`config.mk`:
```
export PLATFORM = sky130hd
export DESIGN_NAME = mem_req_bridge
export DESIGN_NICKNAME = d
export VERILOG_FILES = /design/src/rtl/mem_req_bridge.sv
export SDC_FILE = /design/constraint.sdc
export NUM_CORES = 1
export LEC_CHECK = 0
export BUFFER_PORTS_ARGS = -buffer_cell sky130_fd_sc_hd__buf_4
export CAP_MARGIN = 20
export CORE_UTILIZATION = 49
export DETAILED_ROUTE_END_ITERATION = 6
export PLACE_DENSITY = 0.89
export RECOVER_POWER = 50
export SYNTH_ARGS = -nofsm -noshare
export SYNTH_HDL_FRONTEND = slang
export SYNTH_SLANG_ARGS = --single-unit
```
`constraint.sdc`:
```
create_clock -name clk -period 9.6 [get_ports clk]
set_input_delay 1.44 -clock clk [delete_from_list [all_inputs] [get_ports clk]]
set_output_delay 1.44 -clock clk [all_outputs]
set_load 0.01 [all_outputs]
```
`src/rtl/mem_req_bridge.sv`:
```
// mem_req_bridge
// Adapts the CPU's single-cycle SRAM-style port to a req/addr_ok/data_ok
// memory protocol, stalling the CPU until each access completes.
//
// Ports
//   clk, rst            : clock, asynchronous active-high reset
//   cpu_en, cpu_wen     : CPU access strobe and byte write enables (0 = read)
//   cpu_addr, cpu_wdata : CPU byte address and lane-aligned write data
//   cpu_flush           : abandon the current access
//   cpu_rdata           : read data, valid in DONE
//   cpu_stall           : freeze the CPU pipeline (combinational)
//   be_err              : pulse on acceptance of an illegal byte-enable pattern
//   req, wr, size, addr, wdata : registered memory request fields
//   addr_ok, data_ok, rdata    : memory request accept / response / read data
//
// state | meaning
// ------+---------------------------------------------------------------
// IDLE  | no access in flight; samples cpu_en
// REQ   | req high, fields held until addr_ok
// WAIT  | request accepted, waiting for data_ok
// DROP  | flushed after acceptance; swallow the coming data_ok
// DONE  | response captured in cpu_rdata, stall released for one cycle
module mem_req_bridge #(
    parameter int ADDR_W = 32,
    parameter int DATA_W = 32
) (
    input  logic                      clk,
    input  logic                      rst,
    input  logic                      cpu_en,
    input  logic [DATA_W/8-1:0]       cpu_wen,
    input  logic [ADDR_W-1:0]         cpu_addr,
    input  logic [DATA_W-1:0]         cpu_wdata,
    input  logic                      cpu_flush,
    output logic [DATA_W-1:0]         cpu_rdata,
    output logic                      cpu_stall,
    output logic                      be_err,
    output logic                      req,
    output logic                      wr,
    output logic [2:0]                size,
    output logic [ADDR_W-1:0]         addr,
    output logic [DATA_W-1:0]         wdata,
    input  logic                      addr_ok,
    input  logic                      data_ok,
    input  logic [DATA_W-1:0]         rdata
);

    localparam int BE_W  = DATA_W / 8;
    localparam int SZ_W  = 3;
    localparam int OFF_W = $clog2(BE_W);

    typedef enum logic [2:0] {
        S_IDLE,
        S_REQ,
        S_WAIT,
        S_DROP,
        S_DONE
    } state_t;

    state_t            state;

    logic              is_write;
    logic              be_legal;
    logic [BE_W-1:0]   run_mask;
    logic [SZ_W-1:0]   enc_size;
    logic [OFF_W-1:0]  enc_off;
    logic [SZ_W-1:0]   req_size_n;
    logic [OFF_W-1:0]  req_off_n;
    logic              unused_addr_lo;

    // Low address bits are always rebuilt from the byte enables.
    assign unused_addr_lo = ^cpu_addr[OFF_W-1:0];

    assign is_write = |cpu_wen;

    // Match the enables against every naturally aligned run of 2^s bytes.
    // Anything unmatched falls back to a full-width access at offset 0.
    always_comb begin
        be_legal = 1'b0;
        run_mask = '0;
        enc_size = SZ_W'(OFF_W);
        enc_off  = '0;
        for (int s = 0; s <= OFF_W; s++) begin
            for (int k = 0; k < (BE_W >> s); k++) begin
                for (int j = 0; j < BE_W; j++) begin
                    run_mask[j] = (j >= (k << s)) && (j < ((k + 1) << s));
                end
                if (cpu_wen == run_mask) begin
                    be_legal = 1'b1;
                    enc_size = SZ_W'(s);
                    enc_off  = OFF_W'(k << s);
                end
            end
        end
    end

    assign req_size_n = is_write ? enc_size : SZ_W'(OFF_W);
    assign req_off_n  = is_write ? enc_off  : '0;

    assign cpu_stall = (state == S_IDLE && cpu_en && !cpu_flush) ||
                       (state == S_REQ) || (state == S_WAIT) || (state == S_DROP);

    always_ff @(posedge clk or posedge rst) begin
        if (rst) begin
            state     <= S_IDLE;
            req       <= 1'b0;
            wr        <= 1'b0;
            size      <= '0;
            addr      <= '0;
            wdata     <= '0;
            cpu_rdata <= '0;
            be_err    <= 1'b0;
        end else begin
            be_err <= 1'b0;
            case (state)
                S_IDLE: begin
                    if (cpu_en && !cpu_flush) begin
                        state  <= S_REQ;
                        req    <= 1'b1;
                        wr     <= is_write;
                        size   <= req_size_n;
                        addr   <= {cpu_addr[ADDR_W-1:OFF_W], req_off_n};
                        wdata  <= is_write ? cpu_wdata : '0;
                        be_err <= is_write && !be_legal;
                    end
                end
                S_REQ: begin
                    // Once addr_ok is seen the slave owns the transaction, so a
                    // simultaneous flush must still wait for its data_ok.
                    if (addr_ok) begin
                        req   <= 1'b0;
                        state <= cpu_flush ? S_DROP : S_WAIT;
                    end else if (cpu_flush) begin
                        req   <= 1'b0;
                        state <= S_IDLE;
                    end
                end
                S_WAIT: begin
                    if (data_ok) begin
                        cpu_rdata <= rdata;
                        state     <= S_DONE;
                    end else if (cpu_flush) begin
                        state <= S_DROP;
                    end
                end
                S_DROP: begin
                    if (data_ok) begin
                        state <= S_IDLE;
                    end
                end
                S_DONE: begin
                    state <= S_IDLE;
                end
                default: begin
                    state <= S_IDLE;
                end
            endcase
        end
    end

endmodule

```
==> impl_metrics.json <==
{
  "firstDrtPassIters": 4,
  "cts_sinks": 104,
  "pwr-share-comb": 0.384,
  "fin_worst_skew_ns": 0.01550,
  "io_pins": 209,
  "syn_inst": 315,
  "hold_path.class": "register to register",
  "drt-met1-wl_um": 3653,
  "cp_max_fo": 64,
  "fin_area_um2": 5643,
  "cts_buffer_depth": 2,
  "fmax_ghz": 0.2661,
  "antenna_cells": 0,
  "r2r_cells": 3,
  "syn2layout_area_growth_pct": 33.79,
  "grt_usage": 0.2086,
  "path_class": "input pin to register",
  "wl_met3_um": 522,
  "synth_top_area_cell": "dfrtp_1",
  "fp-row-count": 33,
  "cts-root-buf": "clkbuf_8",
  "coreArea_um2": 8258,
  "placed_cells": 610,
  "hold_depth": 1,
  "yosysWarnings": 0,
  "final_nets": 623,
  "slew_headroom": -0.3564,
  "final_cell_mix": "clkbuf_1 (106), dfrtp_1 (104), buf_4 (103)",
  "yosysSeqAreaShare": 0.6170,
  "post_cts_buffers": 0,
  "layout_commonest_cell": "clkbuf_1",
  "power_density_nw_per_um2": 298.1,
  "grt_max_degree": 65,
  "crit_path_top_delay_cell": "buf_4",
  "hpwl_um": 7079,
  "arrival_ns": 3.98,
  "grt_pass1_wl_um": 14500,
  "status": "finished with violations",
  "crit_cells": 5,
  "grt_pass1_vias": 3119,
  "ant_nets": 0,
  "path_cells": "clkbuf_1, nand2b_1, nor4_1, buf_4, mux2_2",
  "slew_viol_final": 82,
  "antenna_found_initial": 0,
  "drt_iter0_drc": 77,
  "ys_types": 28,
  "tns_ns": 0,
  "p_leak_nw": 2.671,
  "grt-ovfl-total": 0,
  "postLayoutCoreUtil": 0.6833,
  "htree_levels": 3,
  "maxCapViolations": 2,
  "required_ns": 9.82,
  "max-vdd-ir-drop_mv": 0.1647,
  "cp-end-kind": "register",
  "timing.critical_path.buf_inv": 2,
  "switching_share": 0.3575,
  "worst_path_largest_cell_delay_ns": 0.90,
  "syn_nets": 421,
  "power.internal_w": 0.001081,
  "yosys-top-cells-area": "dfrtp_1 (62%), mux2_2 (18%), mux2i_1 (8.1%)",
  "die_height_um": 94.78,
  "fin_crit_sh": 0.3915,
  "fillers": 677,
  "drc": 0,
  "cts_resized": 0,
  "port_buffers": 205,
  "dieArea_um2": 8982,
  "place_area_um2": 5833,
  "cts_buffers": 9,
  "routed_wl_um": 9540,
  "start_kind": "input pin",
  "wl_per_cell_um": 15.22,
  "synth-seq-cells": 104,
  "power_frac_clock": 0.155,
  "p_sw_w": 0.0006014,
  "cp_top_family": "simple AND/OR/NAND/NOR gates",
  "whs_ns": 0.4871,
  "power_frac_seq": 0.461,
  "instances_no_fill": 627,
  "vias_per_cell": 4.872,
  "initial_core_util": 0.5108,
  "clk_pin_slew_ns": 0.09,
  "met2_length_um": 5098,
  "synth_top_area_share": 0.6170,
  "cts_tree": "done",
  "die_w_um": 94.78,
  "highest_layer": "met4",
  "avgSynthCellArea_um2": 13.39,
  "globalplace.congestion": 0.7489,
  "insertion_delay_ns": 0.35,
  "violations": "max-capacitance violations, max-slew violations",
  "vias": 3055,
  "drive_above_1_share": 0.3582,
  "hold_viol_final": 0,
  "min_period_ns": 3.758,
  "synth.cell_area_um2": 4218,
  "rsz0062_at_grt": "false",
  "cts_hold_buf": 0,
  "setup-violations-final": 0,
  "tightest_slew_ns": 2.023
}
layout make-up:
cell class                      instances  area [um2]  area share
Sequential cell                       104        2603      0.4612
Multi-Input combinational cell        159        1393      0.2468
Timing Repair Buffer                  209        1199      0.2124
Clock buffer                           11       131.4     0.02328
Tap cell                              105       131.4     0.02328
Inverter                               34       128.9     0.02284
Clock inverter                          5       57.56     0.01020
stage by stage:
stage | total power, W | setup slack (ns)
after floorplan | 0.001166 | 5.428
after global placement | 0.001575 | 6.084
after detailed placement | 0.001619 | 6.049
after CTS | 0.001883 | 6.077
after global routing | 0.001794 | 5.676
final | 0.001682 | 5.842
worst paths after layout:
path	startpoint	endpoint	slack [ns]
max reg2reg	state[0]	addr[17]	6.66
min in group asynchronous	rst	addr[15]	1.63
min reg2reg	req	req	0.49
min	req	req	0.49
max	cpu_flush	addr[17]	5.84
max in group asynchronous	rst	addr[13]	6.48
power groups by stage:
stage          Sequential, W  Combinational [W]  Clock [W]
6_report            0.000775           0.000645   0.000262
5_1_grt             0.000806           0.000702   0.000286
4_1_cts             0.000786           0.000826   0.000270
3_5_place_dp        0.000794           0.000825          0
3_3_place_gp        0.000777           0.000799          0
2_1_floorplan       0.000873           0.000293          0
sequential cells by signal, summed over array words and instances, names as in the netlist:
| register | cells |
|---|---|
| wr | 1 |
| state | 3 |
| size | 2 |
| wdata | 32 |
| req | 1 |
| addr | 32 |
| be_err | 1 |
| cpu_rdata | 32 |
kinds of logic (layout without fill, tap and decap cells):
logic type / after synthesis / in the layout / synth area share
flops: 104 / 104 / 0.6170
mux: 101 / 101 / 0.2596
buf+inv: 52 / 259 / 0.05280
simple gates: 47 / 47 / 0.05310
compound gates: 8 / 8 / 0.01246
xor+xnor: 2 / 2 / 0.004154
other cells: 1 / 1 / 0.0008891
worst reg2reg max path, delay by kind of cell (launching register included):
kind / cells / cell delay [ns]
AND/OR/NAND/NOR: 1 / 1.00
buffers and inverters: 1 / 0.90
flip-flops: 1 / 0.49
multiplexers: 1 / 0.45
cell usage after synthesis:
| library cell | n |
|---|---|
| xnor2_1 | 1 |
| nor3b_1 | 1 |
| nor2_1 | 4 |
| a31oi_1 | 1 |
| o21a_1 | 1 |
| mux2_1 | 1 |
| and4_1 | 1 |
| nor4_4 | 1 |
| nand2_1 | 34 |
| a21oi_1 | 2 |
| o21bai_1 | 1 |
| buf_6 | 1 |
| nand2b_1 | 1 |
| mux2_2 | 66 |
| or4_1 | 1 |
| conb_1 | 1 |
| nor4bb_1 | 2 |
| o211ai_1 | 1 |
| xor2_1 | 1 |
| o22ai_1 | 1 |
| inv_1 | 34 |
| mux2i_1 | 34 |
| buf_4 | 1 |
| nor3_1 | 2 |
| a21o_1 | 1 |
| dfrtp_1 | 104 |
| buf_2 | 13 |
| clkbuf_1 | 3 |
per-layer routing:
| layer | vias to the layer above | track usage |
|---|---|---|
| met2 | 111 | 0.3807 |
| met4 | 0 | 0.08965 |
| li1 | 1440 | - |
| met5 | - | 0 |
| met3 | 19 | 0.04348 |
| met1 | 1485 | 0.2337 |
Power figures use the tool's default switching activity.
